===== config.mk =====
export PLATFORM = sky130hd
export DESIGN_NAME = ddr_rd_arbiter
export DESIGN_NICKNAME = d
export VERILOG_FILES = /design/src/rtl/ddr_rd_arbiter.sv
export SDC_FILE = /design/constraint.sdc
export NUM_CORES = 1
export LEC_CHECK = 0
export CAP_MARGIN = 25
export CORE_ASPECT_RATIO = 0.8
export CORE_MARGIN = 2
export CORE_UTILIZATION = 37
export CTS_CLUSTER_DIAMETER = 200
export DETAILED_ROUTE_END_ITERATION = 8
export GPL_TIMING_DRIVEN = 0
export PLACE_DENSITY = 0.81
export RECOVER_POWER = 50
export SYNTH_ARGS = -nofsm -noshare
export SYNTH_HDL_FRONTEND = slang
export SYNTH_SLANG_ARGS = --single-unit

===== constraint.sdc =====
create_clock -name clk -period 2.7 [get_ports clk]
set_clock_uncertainty 0.05 [all_clocks]
set_input_delay 0.54 -clock clk [delete_from_list [all_inputs] [get_ports clk]]
set_output_delay 0.54 -clock clk [all_outputs]
set_load 0.005 [all_outputs]

===== src/rtl/ddr_rd_arbiter.sv =====
// Arbitrates the single DDR read-burst port between the ISA loader and the data loader.
// Build option ARB_RR_EN selects round-robin tie-break; otherwise ISA has fixed priority.
module ddr_rd_arbiter #(
  parameter int unsigned DDR_ADDR_WIDTH = 28,
  parameter int unsigned DDR_DATA_WIDTH = 32,
  parameter int unsigned ISA_WIDTH      = 30,
  parameter int unsigned LEN_WIDTH      = 10
) (
  input  logic                      clk,
  input  logic                      rst,
  input  logic                      isa_rd_req,
  input  logic [DDR_ADDR_WIDTH-1:0] isa_rd_addr,
  input  logic [LEN_WIDTH-1:0]      isa_rd_len,
  output logic [ISA_WIDTH-1:0]      isa_rd_data,
  output logic                      isa_rd_valid,
  output logic [LEN_WIDTH-1:0]      isa_rd_cnt,
  output logic                      isa_rd_done,
  input  logic                      dat_rd_req,
  input  logic [DDR_ADDR_WIDTH-1:0] dat_rd_addr,
  input  logic [LEN_WIDTH-1:0]      dat_rd_len,
  output logic [DDR_DATA_WIDTH-1:0] dat_rd_data,
  output logic                      dat_rd_valid,
  output logic [LEN_WIDTH-1:0]      dat_rd_cnt,
  output logic                      dat_rd_done,
  output logic                      rd_burst_req,
  output logic [DDR_ADDR_WIDTH-1:0] rd_burst_addr,
  output logic [LEN_WIDTH-1:0]      rd_burst_len,
  input  logic [DDR_DATA_WIDTH-1:0] rd_burst_data,
  input  logic                      rd_burst_data_valid,
  input  logic                      rd_burst_finish,
  output logic                      grant_isa,
  output logic [1:0]                st_cur_arb
);

  typedef enum logic [1:0] {
    ST_IDLE  = 2'd0,
    ST_BURST = 2'd1,
    ST_DONE  = 2'd2
  } state_t;

  state_t               state, state_nxt;
  logic                 last_isa;
  logic                 pick_isa;
  logic                 any_req;
  logic [LEN_WIDTH-1:0] win_len;
  logic                 isa_beat;
  logic                 dat_beat;

  // Winner selection and next-state logic
  always_comb begin
    state_nxt = state;
    any_req   = isa_rd_req | dat_rd_req;
`ifdef ARB_RR_EN
    pick_isa  = isa_rd_req & (~dat_rd_req | ~last_isa);
`else
    pick_isa  = isa_rd_req;
`endif
    win_len   = pick_isa ? isa_rd_len : dat_rd_len;
    case (state)
      ST_IDLE:  if (any_req) state_nxt = (win_len == '0) ? ST_DONE : ST_BURST;
      ST_BURST: if (rd_burst_finish) state_nxt = ST_DONE;
      ST_DONE:  state_nxt = ST_IDLE;
      default:  state_nxt = ST_IDLE;
    endcase
  end

  // A beat is accepted only while the granted side still owes beats
  always_comb begin
    isa_beat     = (state == ST_BURST) &  grant_isa & rd_burst_data_valid & (isa_rd_cnt < rd_burst_len);
    dat_beat     = (state == ST_BURST) & ~grant_isa & rd_burst_data_valid & (dat_rd_cnt < rd_burst_len);
    isa_rd_valid = isa_beat;
    dat_rd_valid = dat_beat;
    isa_rd_data  = isa_beat ? rd_burst_data[ISA_WIDTH-1:0] : '0;
    dat_rd_data  = dat_beat ? rd_burst_data : '0;
  end

  always_ff @(posedge clk) begin
    if (rst) begin
      state         <= ST_IDLE;
      last_isa      <= 1'b0;
      grant_isa     <= 1'b0;
      rd_burst_req  <= 1'b0;
      rd_burst_addr <= '0;
      rd_burst_len  <= '0;
      isa_rd_cnt    <= '0;
      dat_rd_cnt    <= '0;
      isa_rd_done   <= 1'b0;
      dat_rd_done   <= 1'b0;
    end else begin
      state       <= state_nxt;
      isa_rd_done <= 1'b0;
      dat_rd_done <= 1'b0;
      case (state)
        ST_IDLE: begin
          if (any_req) begin
            grant_isa     <= pick_isa;
            last_isa      <= pick_isa;
            rd_burst_addr <= pick_isa ? isa_rd_addr : dat_rd_addr;
            rd_burst_len  <= win_len;
            rd_burst_req  <= (win_len != '0);
            if (pick_isa) isa_rd_cnt <= '0;
            else          dat_rd_cnt <= '0;
            // Zero-length burst completes without touching DDR
            if (win_len == '0) begin
              isa_rd_done <= pick_isa;
              dat_rd_done <= ~pick_isa;
            end
          end
        end
        ST_BURST: begin
          if (isa_beat) isa_rd_cnt <= isa_rd_cnt + LEN_WIDTH'(1);
          if (dat_beat) dat_rd_cnt <= dat_rd_cnt + LEN_WIDTH'(1);
          if (rd_burst_finish) begin
            rd_burst_req <= 1'b0;
            isa_rd_done  <= grant_isa;
            dat_rd_done  <= ~grant_isa;
          end
        end
        ST_DONE: grant_isa <= 1'b0;
        default: grant_isa <= 1'b0;
      endcase
    end
  end

  assign st_cur_arb = state;

endmodule


==> summary.txt, run 1 <==
Status
  – Status: complete, but fails checks
  – Failing checks: setup timing

Finish
  – Final Non-Filler Cells: 900
  – Layout filler cell count: 671
  – Most frequent cells in the layout: 141 x clkdlybuf4s50_1, 72 x buf_6, 53 x nor2_1
  – Fin nets: 890
  – Final core utilization: 75.9%
  – Commonest non-fill, non-tap cell in the layout: clkdlybuf4s50_1
  – Layout area overhead: 101%
  – Cell area after layout: 7710 um2
  – Share of layout cells above drive strength 1: 35.3%
  – Antenna diodes: 0

Power and ir drop
  – Total power: 3.24 mW
  – Static leakage: 3.41 nW
  – Worst ir drop on vdd: 0.311 mV
  – PwrDens: 420 nW/um2

Setup path
  – Crit path kind: reg -> out
  – CP max FO: 4
  – Slowest stage delay, CP: 0.37 ns
  – R2r setup slk: 0.14 ns
  – Crit-path slowest cell: dfxtp_4
  – Most frequent CP cell: buf_6
  – Cells along the critical path: inv_4 > ha_4 > a211o_1 > a21o_1 > a21oi_2 > buf_6 > buf_8 > buf_6 > buf_6 > and2_4 > buf_6
  – Worst setup SP type: register
  – Worst endpoint required time: 2.11 ns
  – Worst path arrival time: 2.38 ns
  – Critical Path Sink Type: primary output

Placement
  – Gpl congestion: 0.842
  – Final HPWL DP: 11200 um
  – Port buffer count: 239
  – Cell Area, Placed: 6400 um2
  – Dpl cells: 834

Yosys
  – Avg Cell Area, Syn: 8.43 um2
  – Post-Syn Instances: 455
  – Largest family of logic cells by synthesized area: simple AND/OR/NAND/NOR gates
  – Post-synthesis compound-gate area fraction: 16.1%
  – EDFF count, synth: 0
  – Flops & latches, synth: 64
  – Post-synth design cell area: 3840 um2
  – FFs w/ async S/R, synth: 0%
  – Yosys warning total: 0
  – Adder-cell share of the synthesized area: 6.52%
  – Post-synthesis mux area share: 11.5%
  – Synthesized net count: 589
  – Xor and xnor area share after synthesis: 0%
  – Post-synth top flop: dfxtp_1
  – Post-synthesis sequential area ratio: 33.4%
  – Netlist cell types: 45
  – Synth Area in Simple Gates: 27.4%

CTS
  – CTS H-tree lvls: 3
  – CTS sink cnt: 64
  – Clk buf depth: 2
  – CTS tree: built
  – Reg clk slew, reported paths: 0.05 ns
  – Clk_lat worst skew: 0.34 ns
  – Root buffer cell: clkbuf_16
  – Cts bufs inserted: 9

Routing
  – Vias per cell: 5.51
  – Post-route ant nets: 0
  – Number of remaining DRC errors: 0
  – Detailed Route WL: 17600 um
  – First-pass iteration count of the detailed router: 5
  – Vias: 4956
  – WL per Instance: 19.6 um
  – Initial DRC Count: 507

Floorplan
  – Core area: 10200 um2
  – Die Height: 95.1 um
  – Starting density of the core: 37.8%
  – DIE AREA: 11200 um2
  – Top-Level Pins: 242
  – Die span in x: 118 um
  – Rows: 33

Timing
  – Max transition margin: 46.7%
  – Final period utilization: 110%
  – Final setup vio count: 61
  – Worst-Margin Slew: 0.789 ns
  – Slew Limit Fails: 0
  – Final Hold Fails: 0
  – RSZ-0062 raised after global routing: yes
  – Post-route minimum period: 2.97 ns
  – Maximum clock frequency: 336 MHz
  – Post-layout worst setup margin: -0.273 ns

Global route
  – Vias in the first global route: 4752
  – GR Util All Layers: 27.4%
  – Pin count of the biggest net entering global routing: 13
  – Grt total ovfl: 0
  – Initial antenna violation count: 0
  – First-pass GRT wire length: 24400 um

Run
  – Max-capacitance violation count: 0

Worst hold path
  – Hold WC Path Type: reg -> reg
report_power, final:
group / internal [mW] / total, mW / leakage [nW] / switching (mW)
registers: 1.02 / 1.08 / 0.540 / 0.0594
logic: 0.617 / 1.08 / 2.74 / 0.459
clock network: 0.620 / 1.08 / 0.128 / 0.457
synth_stat cells (7+ instances only):
cell      instances  area share [%]
dfxtp_1          64              33
mux2i_1          44              11
and2_1           33             5.4
or2_2             7             1.1
and3_1           37             6.0
clkbuf_1         24             2.3
inv_1            12             1.2
nand2_1          20             2.0
a21oi_1          11             1.4
nand4_1           7             1.1
o21ai_0          20             2.6
nand2b_1          7             1.1
nor2_1           54             5.3
ha_1             20             6.5
a211oi_1         42             8.2
critical path, delay by kind of cell (launching register included):
family,cells,cell delay (ns)
AOI/OAI and AO/OA,3,0.68
buffers and inverters,6,0.62
DFF,1,0.37
adders and majority gates,1,0.25
and+or+nand+nor,1,0.13
flip-flops by register name, indices dropped and copies added, names as in the netlist:
register,flops
rd_burst_addr,28
dat_rd_cnt,10
isa_rd_cnt,10
rd_burst_len,10
st_cur_arb,2
dat_rd_done,1
grant_isa,1
isa_rd_done,1
rd_burst_req,1
final cells by class:
class	count	area (um2)	share of cell area, %
Clock buffer	9	225	2.92
Buffer	31	230	2.98
Inverter	13	56.3	0.730
Clock inverter	6	46.3	0.600
Sequential cell	64	1330	17.3
Tap cell	140	175	2.27
Timing Repair Buffer	292	2920	37.9
Multi-Input combinational cell	345	2720	35.3
cells by family after synthesis:
logic type               count (synthesis)
AND/OR/NAND/NOR                        192
buffers and inverters                   46
flip-flops                              64
adder cells (fa/ha/maj)                 20
AO/OA/AOI/OAI                           89
multiplexers                            44
timing repair:
item                       CTS  global route
setup endpoints to repair   64            71
hold buffers                 0             0
gates cloned                 6             0
pin swaps                   38            31
hold endpoints to repair     0             0
setup buffers               42             7
gates resized for setup    358           139
per-layer routing:
layer	up-vias	global-route usage (%)	routed length, um
met4	0	7.53	569
met1	2326	32.8	6580
met2	321	48.0	8680
li1	2254	-	-
met3	55	8.43	1800
met5	-	0	0
worst paths after layout:
kind,start,endpoint,cells past startpoint
max,rd_burst_len[5],dat_rd_data[12],11
min reg2reg,rd_burst_req,rd_burst_req,2
max reg2reg,rd_burst_len[6],isa_rd_cnt[9],11
min,rd_burst_req,rd_burst_req,2
through the flow:
step	setup TNS [ns]	hold slack [ns]	setup WS, ns
6_report	-7.02	0.416	-0.273
5_1_grt	-9.73	0.440	-0.317
4_1_cts	-4.68	0.420	-0.247
3_5_place_dp	-33.62	0.413	-0.615
3_3_place_gp	-28.82	0.401	-0.543
2_1_floorplan	0	0.403	0.358
Power figures use the tool's default switching activity.
==> run 2: changes to the inputs <==
==> constraint.sdc (replaced) <==
create_clock -name clk -period 2.7 [get_ports clk]
set_clock_uncertainty 0.05 [all_clocks]
set_input_delay 0.54 -clock clk [delete_from_list [all_inputs] [get_ports clk]]
set_output_delay 0.54 -clock clk [all_outputs]
set_load 0.05 [all_outputs]
==> run 2 against run 1 <==
The flow still finishes with violations (setup timing). Sequential share of layout area fell by 0.33 points. Final area rose by 1.1%. Via count fell by 4.4%. Combinational power rose by 29%. Global-route usage rose by 1.3 points. Sequential power barely moved. Final cell count fell by 2.2%. First-iteration DRC count fell by 63%. Count of clock-buffer cells in the layout rose by 2.
==> summary.txt, run 2 (synthesized netlist as in run 1, its figures left out) <==
Status
  – Status: complete, but fails checks
  – Failing checks: setup timing

Routing
  – Detailed Route WL: 17400 um (-1.2%)
  – First-pass iteration count of the detailed router: 5 (unchanged)
  – Vias per cell: 5.38 (-2.3%)
  – WL per Instance: 19.8 um (+1.0%)
  – Post-route ant nets: 0 (unchanged)
  – Vias: 4736 (-4.4%)
  – Initial DRC Count: 186 (-63%)
  – Number of remaining DRC errors: 0 (unchanged)

CTS
  – Cts bufs inserted: 9 (unchanged)
  – CTS sink cnt: 64 (unchanged)
  – Root buffer cell: clkbuf_16
  – CTS H-tree lvls: 3 (unchanged)
  – CTS tree: built
  – Clk buf depth: 2 (unchanged)
  – Reg clk slew, reported paths: 0.05 ns (about the same)
  – Clk_lat worst skew: 0.33 ns (about the same)

Timing
  – Max transition margin: 28.7% (-18 points)
  – RSZ-0062 raised after global routing: yes
  – Worst-Margin Slew: 1.06 ns (+0.273 ns)
  – Slew Limit Fails: 0 (unchanged)
  – Final Hold Fails: 0 (unchanged)
  – Worst hold slack: 0.412 ns (-0.00385 ns)
  – Post-layout worst setup margin: -0.0823 ns (+0.190 ns)
  – Maximum clock frequency: 359 MHz (+6.8%)
  – Final setup vio count: 62 (+1.6%)
  – Final period utilization: 103% (-7.1 points)
  – Post-route minimum period: 2.78 ns (-0.190 ns)

Setup path
  – CP max FO: 8 (+4)
  – Crit path kind: reg -> out
  – Worst setup SP type: register
  – Worst path arrival time: 2.19 ns (-0.19 ns)
  – Critical Path Sink Type: primary output
  – Worst endpoint required time: 2.11 ns (about the same)
  – FF-to-FF path depth: 4 (-7)

Finish
  – Share of layout cells above drive strength 1: 32.5% (-2.7 points)
  – Cell area after layout: 7800 um2 (+1.1%)
  – Fin nets: 867 (-2.6%)
  – Layout filler cell count: 656 (-2.2%)
  – Reg with most FFs: rd_burst_addr
  – Final core utilization: 76.8% (+0.83 points)
  – Most frequent cells in the layout: 131 x clkdlybuf4s50_1, 65 x buf_8, 53 x nor2_1
  – Commonest non-fill, non-tap cell in the layout: clkdlybuf4s50_1
  – Final Non-Filler Cells: 880 (-2.2%)
  – Layout area overhead: 103%
  – Largest register FFs: 28 (unchanged)

Floorplan
  – Die span in x: 118 um (unchanged)
  – Top-Level Pins: 242 (unchanged)
  – Core area: 10200 um2 (unchanged)
  – Rows: 33 (unchanged)
  – Starting density of the core: 37.8% (unchanged)
  – Die Height: 95.1 um (unchanged)
  – DIE AREA: 11200 um2 (unchanged)

Power and ir drop
  – Total power: 3.62 mW (+12%)
  – PwrDens: 465 nW/um2 (+11%)
  – Worst ir drop on vdd: 0.362 mV (+17%)
  – Static leakage: 3.37 nW (-1.0%)

Placement
  – Gpl congestion: 0.864 (+2.5%)
  – Dpl cells: 834 (unchanged)
  – Final HPWL DP: 11800 um (+5.8%)
  – Cell Area, Placed: 6510 um2 (+1.6%)
  – Port buffer count: 239 (unchanged)

Worst hold path
  – Hold Crit Depth: 2 (unchanged)
  – Hold WC Path Type: reg -> reg

Global route
  – First-pass GRT wire length: 25200 um (+3.4%)
  – GR Util All Layers: 28.7% (+1.3 points)
  – Vias in the first global route: 4700 (-1.1%)
  – Grt total ovfl: 0 (unchanged)
  – Initial antenna violation count: 2 (+2)
  – Pin count of the biggest net entering global routing: 12 (-1)

Run
  – Max-capacitance violation count: 0 (unchanged)
-- run 2: changes by cell type in the layout (fill, tap and decap cells not counted), sizes merged, moves of 2 or more --
cell           change
dlygate4sd3       +10
clkdlybuf4s15      -2
buf               -20
diode              +2
clkdlybuf4s50     -10
-- run 2: metrics by stage --
step | worst slack [ns] | setup TNS [ns]
global route | -0.135 | -7.75
finish | -0.0823 | -2.80
floorplan | -0.0491 | -0.708
CTS | -0.0360 | -1.08
global placement | -0.874 | -46.71
detailed placement | -0.924 | -49.32
-- run 2: final timing paths --
path / start / end / slack (ns)
max reg2reg: st_cur_arb[1] / rd_burst_addr[24] / 0.32
min: rd_burst_req / rd_burst_req / 0.41
max: isa_rd_cnt[1] / isa_rd_data[16] / -0.08
min reg2reg: rd_burst_req / rd_burst_req / 0.41
-- run 2: layout make-up --
type	instances	area [um2]	area share [%]
tap	140	175	2.25
antenna	2	5.00	0.0642
clock buffer	11	243	3.11
sequential	64	1320	16.9
buffer	33	256	3.29
timing repair buffer	267	2940	37.7
clock inverter	5	56.3	0.722
inverter	13	51.3	0.658
multi-input combinational	345	2750	35.3
-- run 2: layer usage --
| metal | up-vias | track usage [%] | routed length, um |
|---|---|---|---|
| li1 | 2204 | - | - |
| met1 | 2246 | 30.5 | 6610 |
| met2 | 244 | 54.4 | 8940 |
| met3 | 42 | 7.60 | 1190 |
| met4 | 0 | 12.0 | 681 |
| met5 | - | 0 | 0 |
-- run 2: worst max-delay path, stage by stage (launching register included) --
cell and delay (ns):
dfxtp_4 0.37, ha_4 0.23, a21boi_4 0.14, o311ai_4 0.48
clkbuf_4 0.29, and3_4 0.20, buf_8 0.14
-- run 2: power breakdown --
group          leakage (nW)  total, mW  internal [mW]  switching [mW]
registers             0.537       1.08           1.03          0.0561
logic                  2.69       1.39          0.583           0.806
clock network         0.146       1.15          0.737           0.416
-- run 2: what timing repair did --
item,CTS,global route
setup buffers,12,7
hold buffers,0,0
endpoints found under the setup margin,64,64
cloned,6,3
resized for setup,560,84
pin swaps,27,11
==> run 3: changes to the inputs <==
==> constraint.sdc (replaced) <==
create_clock -name clk -period 3 [get_ports clk]
set_clock_uncertainty 0.05 [all_clocks]
set_input_delay 0.6 -clock clk [delete_from_list [all_inputs] [get_ports clk]]
set_output_delay 0.6 -clock clk [all_outputs]
set_load 0.05 [all_outputs]
==> run 3 against run 2 <==
The flow now finishes without violations. Sequential share of layout area rose by 1.4 points. Clock power fell by 9.6%. Highest routed layer unchanged. First-iteration DRC count rose by 65%. Register-to-register slack improved by 0.14 ns. Via count fell by 5.3%. Final area fell by 7.8%.
==> summary.txt, run 3 (synthesized netlist as in run 1, its figures left out) <==
Setup path
  – Crit-path slowest cell: dfxtp_4
  – Crit path kind: reg -> out
  – CP max FO: 10 (+2)
  – Worst endpoint required time: 2.35 ns (+0.24 ns)
  – Worst setup SP type: register
  – Slowest stage delay, CP: 0.38 ns (-0.10 ns)
  – Worst path arrival time: 2.31 ns (+0.12 ns)
  – Cells along the critical path: inv_1 > ha_1 > a21oi_1 > o21ai_0 > a21o_1 > a21oi_2 > buf_6 > buf_4 > and2_1 > buf_6
  – Critical Path Sink Type: primary output
  – Most frequent CP cell: buf_6

Finish
  – Share of layout cells above drive strength 1: 24.8% (-7.7 points)
  – Commonest non-fill, non-tap cell in the layout: clkdlybuf4s50_1
  – Fin nets: 854 (-1.5%)
  – Most frequent cells in the layout: 121 x clkdlybuf4s50_1, 53 x nor2_1, 53 x dlygate4sd3_1
  – Largest register FFs: 28 (unchanged)
  – Layout filler cell count: 779 (+19%)
  – Cell area after layout: 7190 um2 (-7.8%)
  – Final Non-Filler Cells: 865 (-1.7%)
  – Antenna diodes: 0 (-2)
  – Reg with most FFs: rd_burst_addr
  – Layout area overhead: 87.3%
  – Final core utilization: 70.8% (-6.0 points)

Power and ir drop
  – Sw power: 1.13 mW (-11%)
  – Switching share of power: 35.9% (+0.59 points)
  – Pint: 2.03 mW (-14%)
  – Clock Power Share: 32.9% (+1.1 points)
  – PwrDens: 440 nW/um2 (-5.3%)
  – Flop pwr share: 30.9% (+1.1 points)
  – Comb power frac: 36.2% (-2.1 points)
  – Static leakage: 3.23 nW (-4.0%)
  – Worst ir drop on vdd: 0.276 mV (-24%)

Placement
  – Place WS: -0.687 ns (+0.237 ns)
  – Dpl cells: 834 (unchanged)
  – Cell Area, Placed: 6420 um2 (-1.4%)
  – Port buffer count: 239 (unchanged)
  – Gpl congestion: 0.830 (-3.9%)
  – Final HPWL DP: 11300 um (-4.4%)

Timing
  – Maximum clock frequency: 338 MHz
  – RSZ-0062 raised after global routing: yes
  – Post-route minimum period: 2.96 ns
  – Final setup vio count: 0 (-100%)
  – Final Hold Fails: 0 (unchanged)
  – Post-layout worst setup margin: 0.0382 ns (+0.121 ns)
  – Max transition margin: 36.4% (+7.8 points)
  – Worst-Margin Slew: 0.946 ns (-0.116 ns)
  – Setup TNS: 0 ns (+2.80 ns)
  – Final period utilization: 98.7%
  – Slew Limit Fails: 0 (unchanged)

Status
  – Status: finished, final reports clean

Global route
  – GR Util All Layers: 25.8% (-2.9 points)
  – Initial antenna violation count: 0 (-2)
  – Pin count of the biggest net entering global routing: 13 (+1)
  – Vias in the first global route: 4471 (-4.9%)
  – Grt total ovfl: 0 (unchanged)
  – First-pass GRT wire length: 23000 um (-8.7%)

CTS
  – Cts bufs inserted: 9 (unchanged)
  – Root buffer cell: clkbuf_16
  – CTS tree: built
  – CTS H-tree lvls: 3 (unchanged)
  – CTS Hold Bufs: 0 (unchanged)
  – CTS sink cnt: 64 (unchanged)
  – Clk buf depth: 2 (unchanged)
  – Clk_lat worst skew: 0.33 ns (about the same)
  – Reg clk slew, reported paths: 0.06 ns (about the same)

Routing
  – Post-route ant nets: 0 (unchanged)
  – First-pass iteration count of the detailed router: 5 (unchanged)
  – Vias per cell: 5.18 (-3.7%)
  – Detailed Route WL: 15100 um (-13%)
  – Vias: 4483 (-5.3%)
  – Number of remaining DRC errors: 0 (unchanged)
  – Initial DRC Count: 307 (+65%)
  – WL per Instance: 17.4 um (-12%)

Floorplan
  – DIE AREA: 11200 um2 (unchanged)
  – Core area: 10200 um2 (unchanged)
  – Die span in x: 118 um (unchanged)
  – Starting density of the core: 37.8% (unchanged)
  – Rows: 33 (unchanged)
  – Die Height: 95.1 um (unchanged)
  – Top-Level Pins: 242 (unchanged)

Run
  – Max-capacitance violation count: 0 (unchanged)

Worst hold path
  – Hold WC Path Type: reg -> reg
[run 3: cell types whose count changed in the layout (fill, tap and decap cells not counted), sizes merged, moves of 2 or more]
cell,delta
dlygate4sd3,+10
buf,-22
diode,-2
clkbuf,+8
clkdlybuf4s50,-10
[run 3: final timing paths]
kind	from	endpoint	slack, ns	cells past startpoint
max	rd_burst_len[2]	dat_rd_data[7]	0.04	10
min	rd_burst_req	rd_burst_req	0.42	2
max reg2reg	rd_burst_len[1]	isa_rd_cnt[6]	0.46	7
min reg2reg	rd_burst_req	rd_burst_req	0.42	2
[run 3: repair_timing]
item | 4_1_cts | 5_1_grt
pin swaps | 9 | 6
resized for setup | 490 | 50
hold endpoints to repair | 0 | 0
endpoints found under the setup margin | 64 | 64
gates cloned | 5 | 0
setup buffers | 9 | 1
[run 3: stage by stage]
step	power (mW)	hold WS, ns
floorplan	1.62	0.535
global placement	2.04	0.400
detailed placement	2.06	0.421
CTS	3.17	0.429
global route	3.29	0.439
finish	3.16	0.417
[run 3: final cells by class]
type / count / area (um2) / share of cell area (%)
inverters: 13 / 48.8 / 0.679
clock inverters: 6 / 68.8 / 0.958
plain buffers: 33 / 210 / 2.92
repair buffers: 254 / 2610 / 36.3
flip-flops and latches: 64 / 1320 / 18.3
multi-input cells: 345 / 2530 / 35.2
clock buffers: 10 / 229 / 3.19
well taps: 140 / 175 / 2.44
[run 3: critical path, delay by kind of cell (launching register included)]
family | cells | cell delay [ns]
compound gates | 4 | 0.60
buf+inv | 4 | 0.53
fa+ha+maj | 1 | 0.29
flops | 1 | 0.38
simple gates | 1 | 0.17
[run 3: power groups by stage]
stage / clock network, mW / logic, mW / registers (mW)
finish: 1.04 / 1.15 / 0.977
global route: 1.10 / 1.21 / 0.984
CTS: 1.05 / 1.14 / 0.978
detailed placement: 0 / 1.07 / 0.997
global placement: 0 / 1.05 / 0.993
floorplan: 0 / 0.388 / 1.23
[run 3: metal layers]
metal / track usage (%) / up-vias / wire length, um
met2: 45.4 / 204 / 7400
li1: - / 2169 / -
met4: 6.33 / 0 / 255
met3: 6.58 / 24 / 1120
met1: 31.9 / 2086 / 6300
met5: 0 / - / 0
